`config.mk`:
```
export PLATFORM = sky130hd
export DESIGN_NAME = tt_capture
export DESIGN_NICKNAME = d
export VERILOG_FILES = /design/src/rtl/tt_pkg.sv /design/src/rtl/tt_capture_pattern_gen.sv /design/src/rtl/tt_capture.sv
export SDC_FILE = /design/constraint.sdc
export NUM_CORES = 1
export LEC_CHECK = 0
export ABC_AREA = 1
export CORE_MARGIN = 3
export CORE_UTILIZATION = 56
export CTS_CLUSTER_DIAMETER = 30
export CTS_CLUSTER_SIZE = 24
export DETAILED_ROUTE_END_ITERATION = 8
export GPL_TIMING_DRIVEN = 0
export PLACE_DENSITY = 0.86
export SYNTH_ARGS = -nofsm -noshare
export SYNTH_HDL_FRONTEND = slang
export SYNTH_SLANG_ARGS = --single-unit
```
`constraint.sdc`:
```
create_clock -name clk -period 2.3 [get_ports clk]
set_input_delay 0.23 -clock clk [delete_from_list [all_inputs] [get_ports clk]]
set_output_delay 0.23 -clock clk [all_outputs]
set_load 0.01 [all_outputs]
```
`src/rtl/tt_pkg.sv`:
```
// Shared types and sizing helpers for the tt_capture truth-table extractor.
package tt_pkg;

  localparam int NUM_INPUTS_DEF = 7;
  localparam int SETTLE_W       = 4;

  function automatic int tt_w(input int n);
    return 1 << n;
  endfunction

  function automatic int ones_w(input int n);
    return n + 1;
  endfunction

  typedef enum logic [1:0] {
    IDLE,
    HOLD,
    SAMPLE,
    DONE
  } state_e;

endpackage

```
`src/rtl/tt_capture_pattern_gen.sv`:
```
// tt_pattern_gen: input-pattern index counter and settle timer for tt_capture.
module tt_pattern_gen
  import tt_pkg::*;
#(
  parameter int NUM_INPUTS    = NUM_INPUTS_DEF,
  parameter int SETTLE_CYCLES = 0
) (
  input  logic                  clk,
  input  logic                  rst_n,
  input  logic                  i_start,
  input  logic                  i_hold,
  input  logic                  i_advance,
  output logic [NUM_INPUTS-1:0] o_x_out,
  output logic                  o_sample,
  output logic                  o_last
);

  localparam logic [NUM_INPUTS-1:0] IDX_LAST    = '1;
  localparam logic [SETTLE_W-1:0]   SETTLE_LAST =
    SETTLE_W'((SETTLE_CYCLES > 0) ? SETTLE_CYCLES - 1 : 0);

  logic [NUM_INPUTS-1:0] r_idx;
  logic [SETTLE_W-1:0]   r_settle;

  // NOTE: registers use non-blocking assignments so every flop samples pre-edge values.
  always_ff @(posedge clk or negedge rst_n) begin
    if (!rst_n) begin
      r_idx    <= '0;
      r_settle <= '0;
    end else if (i_start) begin
      r_idx    <= '0;
      r_settle <= '0;
    end else if (i_advance) begin
      r_idx    <= r_idx + NUM_INPUTS'(1);
      r_settle <= '0;
    end else if (i_hold) begin
      r_settle <= r_settle + SETTLE_W'(1);
    end
  end

  assign o_x_out  = r_idx;
  assign o_last   = (r_idx == IDX_LAST);
  // Settle expiry: the HOLD cycle whose edge hands over to SAMPLE.
  assign o_sample = i_hold && (r_settle == SETTLE_LAST);

endmodule

```
`src/rtl/tt_capture.sv`:
```
// tt_capture: scans all 2**NUM_INPUTS patterns and packs f_in into a truth table.
// Optional macro TT_CAPTURE_COMPARE_EN adds exp_tt / tt_match expectation check.
module tt_capture
  import tt_pkg::*;
#(
  parameter  int NUM_INPUTS    = NUM_INPUTS_DEF,
  parameter  int SETTLE_CYCLES = 0,
  localparam int TT_W          = tt_w(NUM_INPUTS),
  localparam int ONES_W        = ones_w(NUM_INPUTS)
) (
  input  logic                  clk,
  input  logic                  rst_n,
  input  logic                  start,
  output logic [NUM_INPUTS-1:0] x_out,
  input  logic                  f_in,
  output logic                  busy,
  output logic                  tt_valid,
  input  logic                  tt_ready,
  output logic [TT_W-1:0]       tt_data,
  output logic [ONES_W-1:0]     tt_ones
`ifdef TT_CAPTURE_COMPARE_EN
  ,
  input  logic [TT_W-1:0]       exp_tt,
  output logic                  tt_match
`endif
);

  state_e              r_state;
  logic                r_busy;
  logic                r_tt_valid;
  logic [TT_W-1:0]     r_tt_data;
  logic [ONES_W-1:0]   r_tt_ones;
`ifdef TT_CAPTURE_COMPARE_EN
  logic [TT_W-1:0]     r_exp_tt;
  logic                r_mismatch;
  logic                r_tt_match;
`endif

  logic                  w_start_acc;
  logic                  w_hold;
  logic                  w_advance;
  logic                  w_sample;
  logic                  w_last;
  logic [NUM_INPUTS-1:0] w_x;

  assign w_start_acc = (r_state == IDLE) && start;
  assign w_hold      = (r_state == HOLD);
  assign w_advance   = (r_state == SAMPLE) && !w_last;

  tt_pattern_gen #(
    .NUM_INPUTS    (NUM_INPUTS),
    .SETTLE_CYCLES (SETTLE_CYCLES)
  ) u_pattern_gen (
    .clk       (clk),
    .rst_n     (rst_n),
    .i_start   (w_start_acc),
    .i_hold    (w_hold),
    .i_advance (w_advance),
    .o_x_out   (w_x),
    .o_sample  (w_sample),
    .o_last    (w_last)
  );

  always_ff @(posedge clk or negedge rst_n) begin
    if (!rst_n) begin
      r_state    <= IDLE;
      r_busy     <= 1'b0;
      r_tt_valid <= 1'b0;
      r_tt_data  <= '0;
      r_tt_ones  <= '0;
`ifdef TT_CAPTURE_COMPARE_EN
      r_exp_tt   <= '0;
      r_mismatch <= 1'b0;
      r_tt_match <= 1'b0;
`endif
    end else begin
      unique case (r_state)
        IDLE: begin
          if (start) begin
            r_busy    <= 1'b1;
            r_tt_data <= '0;
            r_tt_ones <= '0;
`ifdef TT_CAPTURE_COMPARE_EN
            r_exp_tt   <= exp_tt;
            r_mismatch <= 1'b0;
            r_tt_match <= 1'b0;
`endif
            if (SETTLE_CYCLES == 0) r_state <= SAMPLE;
            else                    r_state <= HOLD;
          end
        end
        HOLD: begin
          if (w_sample) r_state <= SAMPLE;
        end
        SAMPLE: begin
          // Pattern index doubles as the truth-table bit position.
          r_tt_data[w_x] <= f_in;
          r_tt_ones      <= r_tt_ones + ONES_W'(f_in);
`ifdef TT_CAPTURE_COMPARE_EN
          r_mismatch <= r_mismatch | (f_in ^ r_exp_tt[w_x]);
`endif
          if (w_last) begin
            r_state    <= DONE;
            r_tt_valid <= 1'b1;
`ifdef TT_CAPTURE_COMPARE_EN
            r_tt_match <= !(r_mismatch | (f_in ^ r_exp_tt[w_x]));
`endif
          end else if (SETTLE_CYCLES == 0) begin
            r_state <= SAMPLE;
          end else begin
            r_state <= HOLD;
          end
        end
        DONE: begin
          if (tt_ready) begin
            r_state    <= IDLE;
            r_tt_valid <= 1'b0;
            r_busy     <= 1'b0;
          end
        end
        default: r_state <= IDLE;
      endcase
    end
  end

  assign x_out    = w_x;
  assign busy     = r_busy;
  assign tt_valid = r_tt_valid;
  assign tt_data  = r_tt_data;
  assign tt_ones  = r_tt_ones;
`ifdef TT_CAPTURE_COMPARE_EN
  assign tt_match = r_tt_match;
`endif

endmodule

```
# Yosys cells after proc, flatten, opt, wreduce, memory -nomap -nowiden
# Index checks and enable logic that the tools add are counted.
op_classes:
  addsub: 3
  n_lt_le_gt_ge: 2
  multipliers: 0
  eq_ne: 8
  n_shift: 0
  reduce_logical: 16
  div: 0
  n_bitwise: 0
  muxes: 22
op_table:
  columns: ["cell", "count"]
  rows:
  - ["case mux 128 bit (2 select lines)", 1]
  - ["bitwise mux 128 bit", 1]
  - ["two-way mux 128 bit", 1]
  - ["case mux 8 bit (2 select lines)", 1]
  - ["two-way mux 7 bit", 2]
  - ["two-way mux 4 bit", 3]
  - ["AND reduction 3 bit", 3]
  - ["adder 8 x 1 -> 8 bit", 1]
  - ["< comparator 7 x 8 -> 1 bit (second input constant)", 1]
  - ["two-way mux 8 bit", 1]
  - ["inequality test 2 bit (second input constant)", 4]
  - ["case mux 2 bit (4 select lines)", 1]
  - ["nonzero test 2 bit", 4]
  - ["adder 7 x 1 -> 7 bit (second input constant)", 1]
  - ["demux 1 bit (select 7 bit)", 1]
  - ["equality test 7 bit (second input constant)", 1]
  - [">= comparator 7 x 1 -> 1 bit (second input constant)", 1]
  - ["two-way mux 2 bit", 3]
  - ["two-way mux 1 bit", 5]
  - ["adder 4 x 1 -> 4 bit (second input constant)", 1]
  - ["equality test 2 bit (second input constant)", 2]
  - ["logical AND 1 bit", 4]
  - ["logical NOT 4 bit", 1]
  - ["case mux 1 bit (2 select lines)", 2]
  - ["other kinds (5)", 5]
totals:
  ram_bits: 0
  latchBits: 0
  register_bits: 151
  romBits: 0
  n_memories: 0
  elab_cells: 58

# Depth between registers and ports, before layout
# Gate-level depths: netlist of the first run.
depth:
  depth_word: 6
  mapped_depth: 10
  mapped_depth_nobuf: 8

# Modules after synthesis
# Synthesis of the first run repeated with hierarchy kept, for this count alone.
hier_totals:
  hier_cells: 992
  area_unflattened_um2: 7454.6
modules_own_cells:
  columns: ["module", "instances", "cells_per_inst", "seq_area_each_um2", "area_per_inst_um2"]
  rows:
  - ["tt_capture", 1, 919, 3503.4, 6856.6]
  - ["tt_pattern_gen", 1, 73, 275.3, 598.1]

# Worst setup path after synthesis of the first run
# Ideal clock, no wire load.
synth_path:
  path_type: "reg2reg"
  start: "register u_pattern_gen.r_idx[0], in the netlist u_pattern_gen.o_x_out[0]"
  end: "register r_tt_data[34], in the netlist tt_data[34]"
  n_path_buf: 2
  path_slack_ns: 0.798
  arrival_time_ns: 1.383
  period_less_slack_ns: 1.502
  setup_ns: 0.120
  stages_incl_launch_ff: 9
  required_ns: 2.180
  path_cell_list: "dfrtp_1 buf_2 inv_2 nand3_1 nor2_4 buf_6 nand2_1 o21ai_0 inv_1"
synth_between:
  elab_chain_len: 6
synth_rtl:
  columns: ["item", "line", "text"]
  rows:
  - ["from (decl)", "tt_capture_pattern_gen.sv:22", "logic [NUM_INPUTS-1:0] r_idx;"]
  - ["from (signal assigned)", "tt_capture_pattern_gen.sv:34", "r_idx <= r_idx + NUM_INPUTS'(1);"]
  - ["< comparator 7 x 8 -> 1 bit (implied by the code) or >= comparator 7 x 1 -> 1 bit (tied branches)", "tt_capture.sv:97", "r_tt_data[w_x] <= f_in;"]
  - ["logical AND 1 bit (implied by the code)", "tt_capture.sv:97", null]
  - ["two-way mux 1 bit (implied by the code)", "tt_capture.sv:97", null]
  - ["demux 1 bit (select 7 bit) (*)", "tt_capture.sv:97", null]
  - ["bitwise mux 128 bit (*)", "tt_capture.sv:97", null]
  - ["case mux 128 bit (2 select lines) (*)", "tt_capture.sv:77", "unique case (r_state)"]
  - ["to (signal, indexed assignment)", "tt_capture.sv:97", null]
  - ["to (decl)", "tt_capture.sv:31", "logic [TT_W-1:0] r_tt_data;"]
# Every way passes the cells marked *; elsewhere a longest branch is shown, timed or not.
# A chain may end at the register's enable or synchronous reset.

# Worst setup path in the final report of the first run
layout_path:
  start: "register u_pattern_gen.r_idx[1], in the netlist u_pattern_gen.o_x_out[1]"
  end: "register r_tt_data[25], in the netlist tt_data[25]"
# The elaborated chain is that of the path after synthesis.

==> results of run 1 <==
-- registers in the layout (all words and copies together) (netlist names) --
signal,flops
u_pattern_gen.o_x_out,7
tt_valid,1
tt_ones,8
busy,1
r_state,2
tt_data,128
u_pattern_gen.r_settle,4
-- per-layer routing --
| metal | wire [µm] | track usage (%) | vias to the layer above |
|---|---|---|---|
| li1 | - | - | 3409 |
| met1 | 9141 | 41.11 | 3446 |
| met2 | 9911 | 47.89 | 386 |
| met3 | 2086 | 8.310 | 63 |
| met4 | 839 | 14.22 | 0 |
| met5 | 0 | 0 | - |
-- critical path: cells and delay by family, from the launching register on --
kind            cells  cell delay, ns
buf+inv             3            0.42
flops               1            0.48
simple gates        3            0.84
compound gates      1            0.19
-- repair_timing --
item	CTS	global route
buffers inserted	0	0
endpoints found under the setup margin	0	0
hold buffers	1	0
endpoints found under the hold margin	49	0
-- cell families (layout without fill, tap and decap cells) --
logic type | after synthesis | after routing
flip-flops | 151 | 151
XOR/XNOR | 3 | 3
AO/OA/AOI/OAI | 131 | 131
buffers and inverters | 153 | 336
AND/OR/NAND/NOR | 531 | 531
adder cells (fa/ha/maj) | 6 | 6
-- worst max-delay path by stage --
stage                                   startpoint           end  slack, ns  cells past startpoint
after floorplan           u_pattern_gen.o_x_out[0]   tt_data[34]       0.80                      8
after CTS                 u_pattern_gen.o_x_out[1]   tt_data[25]       0.31                      7
after global placement                       rst_n   tt_data[15]      -5.01                      1
after detailed placement                      f_in  tt_data[109]       0.04                      7
after global routing      u_pattern_gen.o_x_out[1]   tt_data[25]       0.15                      7
final                     u_pattern_gen.o_x_out[1]   tt_data[25]       0.24                      7
-- area by class of cell --
type	count	area share [%]
clock buffer	25	5.315
timing repair buffer	151	15.48
multi-input combinational	671	30.69
clock inverter	7	1.139
inverter	110	4.176
buffer	43	2.809
sequential	151	38.22
tap	172	2.177
-- synth_stat cells, drive strengths merged --
cell,instances,area share [%]
nand2,375,19
dfrtp,151,50
inv,110,5.5
o21ai,109,7.3
nand3,85,5.8
nor2,63,4.7
buf,35,3.3
a21oi,16,1.1
clkbuf,8,0.40
ha,6,1.0
nand4,4,0.33
nor3,4,0.27
o22ai,4,0.33
xor2,2,0.23
a31oi,1,0.083
o21bai,1,0.10
xnor2,1,0.12
-- report_power, final --
| part | internal [mW] | switching (mW) |
|---|---|---|
| Combinational | 3.22 | 3.79 |
| Sequential | 3.85 | 0.861 |
| Clock | 1.91 | 1.07 |
-- per-stage QoR --
step           setup slack [ns]  cells  instance area, µm²
5_1_grt                  0.1546   1330                9887
3_5_place_dp            0.03942   1297                9239
3_3_place_gp             -5.007   1296                9210
2_1_floorplan            0.7976    975                7503
4_1_cts                  0.3111   1330                9887
6_report                 0.2402   1330                9887
==> metrics.csv, run 1 <==
metric,value,unit
Tmin final,2.060,ns
largest family of logic cells by synthesized area,simple AND/OR/NAND/NOR gates,
placed wire-length estimate,14970,µm
Compound-Gate Fraction of Synth Area,8.854,%
largest buffer count on any clock path,2,
critical-path cell list,"inv_2, nand3_1, nor2_4, buf_6, nand2_1, o21ai_0, inv_1",
max-slew violation count,0,
area of the multi-input gates,0.003034,mm²
antenna cells,0,
period utilization,89.56,%
Routed Antenna Nets,0,
PortBufs,149,
largest net degree at the start of global routing,103,
first-pass GRT wire length,35770,µm
I/O pin cnt,150,
FILL cells,945,
Synth Area in Adders,1.001,%
GP Congestion,0.9644,
GRT Residual Overflow,0,
Die X,121.8,µm
R2R Path End,tt_data[25],
CP max stage cell,dfrtp_1,
Overall Power,14.70,mW
Synth Instances,975,
"Seq/Total Area, Yosys",50.36,%
type of the worst min-delay path,in -> async,
Tot GR Track Use,31.00,%
xor/xnor share of the synthesized area,0.3502,%
Wirelength per Cell,16.52,µm
CP arrival,2.37,ns
RSZ-0062 raised after global routing,no,
Slowest Stage Delay on Critical Path,0.48,ns
share of layout cells above drive strength 1,8.808,%
Resize count post-CTS,0,
Max Cap Viol,0,
die height,121.8,µm
Critical Path Sink Type,register,
reg2reg setup slack,0.24,ns
DRT Pass-1 Iters,5,
CP required,2.61,ns
total number of vias,7304,
H-tree level count,4,
DRC violation count after routing,0,
Iteration-0 DRC Markers,814,
Slew headroom,56.95,%
fmax,485.5,MHz
clk root buf,clkbuf_16,
crit-path max FO,10,
"commonest non-fill, non-tap cells in the layout","nand2_1, dfrtp_1, clkdlybuf4s50_1, inv_1, o21ai_0",
maximum VDD drop,0.8136,mV
final setup violation count,0,
"CTS clk-pin slew, worst paths",0.06,ns
Mapped Area,0.007503,mm²
aggregate routed wire length,21980,µm
R2R Path Start,u_pattern_gen.o_x_out[1],
Reg area,0.003779,mm²
Static Leakage,4.978,nW
syn_nets,986,
core area,0.01288,mm²
fin nets,1156,
post-synthesis register bit count,151,
Syn-to-layout area delta,31.77,%
Post-Synth Simple-Gate Area,30.23,%
"commonest non-fill, non-tap cell in the layout",nand2_1,
"Warnings, synthesis",0,
Sink Count,151,
reg2reg path depth,7,
DIE AREA,0.01482,mm²
Power Density,1486,mW/mm²
routed vias/inst,5.492,
initial antenna violation count,0,
total CTS buffers,17,
Worst Tran Pin Value,0.6458,ns
TritonCTS clock tree,done,
endpoints failing hold,0,
skew final,0.005935,ns
Worst setup SP type,register,
setup tns final,0,ns
distinct cell type count after synthesis,27,
vias in the first global route,7062,
WHS,0.3110,ns
row cnt,41,
Syn Area/Cell,7.696,µm²
status,completed,
mux contribution to synthesized area,0,%
initial core utilization,58.27,%
clk_lat worst skew,0.42,ns
WS Path Type,reg -> reg,
fin util,76.79,%
Power figures use the tool's default switching activity.
==> inputs of run 2 (changes only) <==
Settings changed: SETUP_SLACK_MARGIN from default to 0.4.
==> metrics.csv, run 2 (synthesis results as in run 1) <==
metric,value,unit,change
status,completed,,
Sink Count,151,,unchanged
Power Density,1489,mW/mm²,+0.15%
core area,0.01288,mm²,unchanged
Tot GR Track Use,31.02,%,about the same
Iteration-0 DRC Markers,780,,-4.2%
DP Area,0.009239,mm²,unchanged
final setup violation count,0,,unchanged
reg2reg setup slack,0.46,ns,+0.22 ns
"commonest non-fill, non-tap cells in the layout","nand2_1, dfrtp_1, clkdlybuf4s50_1, inv_1, o21ai_0",,
row cnt,41,,unchanged
I/O pin cnt,150,,unchanged
first-pass GRT wire length,35790,µm,about the same
skew final,0.005368,ns,-0.0005669 ns
Critical Path Sink Type,register,,
WHS,0.3169,ns,+0.005890 ns
share of layout cells above drive strength 1,9.871,%,+1.1 points
Worst setup SP type,register,,
aggregate routed wire length,22150,µm,+0.78%
antenna cells,0,,unchanged
initial antenna violation count,0,,unchanged
DIE AREA,0.01482,mm²,unchanged
max-slew violation count,0,,unchanged
Die X,121.8,µm,unchanged
Wirelength per Cell,16.57,µm,+0.25%
Inst Count DP,1297,,unchanged
WS Path Type,reg -> reg,,
TritonCTS clock tree,done,,
GP Congestion,0.9644,,unchanged
period utilization,80.14,%,-9.4 points
type of the worst min-delay path,in -> async,,
Tmin final,1.843,ns,-0.2167 ns
fmax,542.6,MHz,+12%
Static Leakage,5.016,nW,+0.76%
setup tns final,0,ns,unchanged
Slew headroom,64.86,%,+7.9 points
FILL cells,928,,-1.8%
DRT Pass-1 Iters,7,,+2
"CTS clk-pin slew, worst paths",0.06,ns,about the same
Max Cap Viol,0,,unchanged
routed vias/inst,5.506,,+0.27%
endpoints failing hold,0,,unchanged
Worst Tran Pin Value,0.5271,ns,-0.1188 ns
die height,121.8,µm,unchanged
max reg flops,128,,unchanged
RSZ-0062 raised after global routing,yes,,
crit-path max FO,10,,unchanged
largest buffer count on any clock path,2,,unchanged
H-tree level count,4,,unchanged
initial core utilization,58.27,%,unchanged
Syn-to-layout area delta,33.05,%,
Routed Antenna Nets,0,,unchanged
CP arrival,2.15,ns,-0.22 ns
placed wire-length estimate,14970,µm,unchanged
vias in the first global route,7088,,+0.37%
clk_lat worst skew,0.42,ns,about the same
post-route insts no fill,1337,,+0.53%
post-route cell area,0.009983,mm²,+0.97%
fin nets,1163,,+0.61%
DRC violation count after routing,0,,unchanged
total number of vias,7362,,+0.79%
"commonest non-fill, non-tap cell in the layout",nand2_1,,
largest net degree at the start of global routing,103,,unchanged
total CTS buffers,17,,unchanged
CP required,2.60,ns,about the same
clk root buf,clkbuf_16,,
GRT Residual Overflow,0,,unchanged
maximum VDD drop,0.8111,mV,-0.30%
PortBufs,149,,unchanged
-- run 2: changes by cell type in the layout (fill, tap and decap cells not counted), sizes merged --
cell,change
clkbuf,+1
buf,+6
-- run 2: layout make-up --
class                           instances  area [µm²]  area share [%]
Buffer                                 43       281.5           2.820
Clock buffer                           25       525.5           5.264
Clock inverter                          7       112.6           1.128
Inverter                              110       412.9           4.136
Multi-Input combinational cell        671        3062           30.67
Sequential cell                       151        3779           37.85
Tap cell                              172       215.2           2.156
Timing Repair Buffer                  158        1595           15.98
-- run 2: worst max-delay path: stages (launching register included) --
cell and delay, ns:
dfrtp_1 0.39, buf_2 0.19, inv_2 0.12, nand3_1 0.27, nor2_4 0.23, buf_6 0.19, nand2_1 0.08, o21ai_0 0.19
inv_1 0.06
-- run 2: layer usage --
metal | wire [µm] | part of all wire [%] | track usage [%] | vias to the layer above
met2 | 10130 | 46 | 47.89 | 403
met4 | 805 | 3.6 | 14.43 | 0
met1 | 9049 | 41 | 40.90 | 3467
li1 | - | - | - | 3422
met5 | 0 | 0 | 0 | -
met3 | 2168 | 9.8 | 8.589 | 70
-- run 2: path summary, 6_finish.rpt --
kind                                           from            to  depth (start not counted)
setup reg to reg           u_pattern_gen.o_x_out[0]   tt_data[36]                          8
hold / removal                                rst_n  tt_data[100]                          2
setup / recovery           u_pattern_gen.o_x_out[0]   tt_data[36]                          8
hold reg to reg                          tt_data[6]    tt_data[6]                          2
min in group clk                         tt_data[6]    tt_data[6]                          2
max in group asynchronous                     rst_n   tt_data[15]                          3
-- run 2: timing repair --
| item | 4_1_cts | 5_1_grt |
|---|---|---|
| buffers inserted | 3 | 4 |
| pin swaps | 2 | 3 |
| endpoints found under the setup margin | 9 | 44 |
| gates resized for setup | 1 | 9 |
| endpoints found under the hold margin | 49 | 0 |
| hold buffers | 1 | 0 |
-- run 2: stage by stage --
stage | power [mW] | worst slack, ns | util [%]
detailed placement | 11.61 | 0.03942 | 71.75
global route | 15.78 | 0.3463 | 77.53
CTS | 14.70 | 0.4190 | 77.00
global placement | 11.42 | -5.007 | 71.53
finish | 14.86 | 0.4569 | 77.53
floorplan | 8.064 | 0.7976 | -
-- run 2: power by group --
part	switching, mW	internal [mW]	total (mW)
combinational	3.85	3.33	7.17
sequential	0.864	3.85	4.72
clock	1.07	1.91	2.97
total	5.78	9.08	14.9
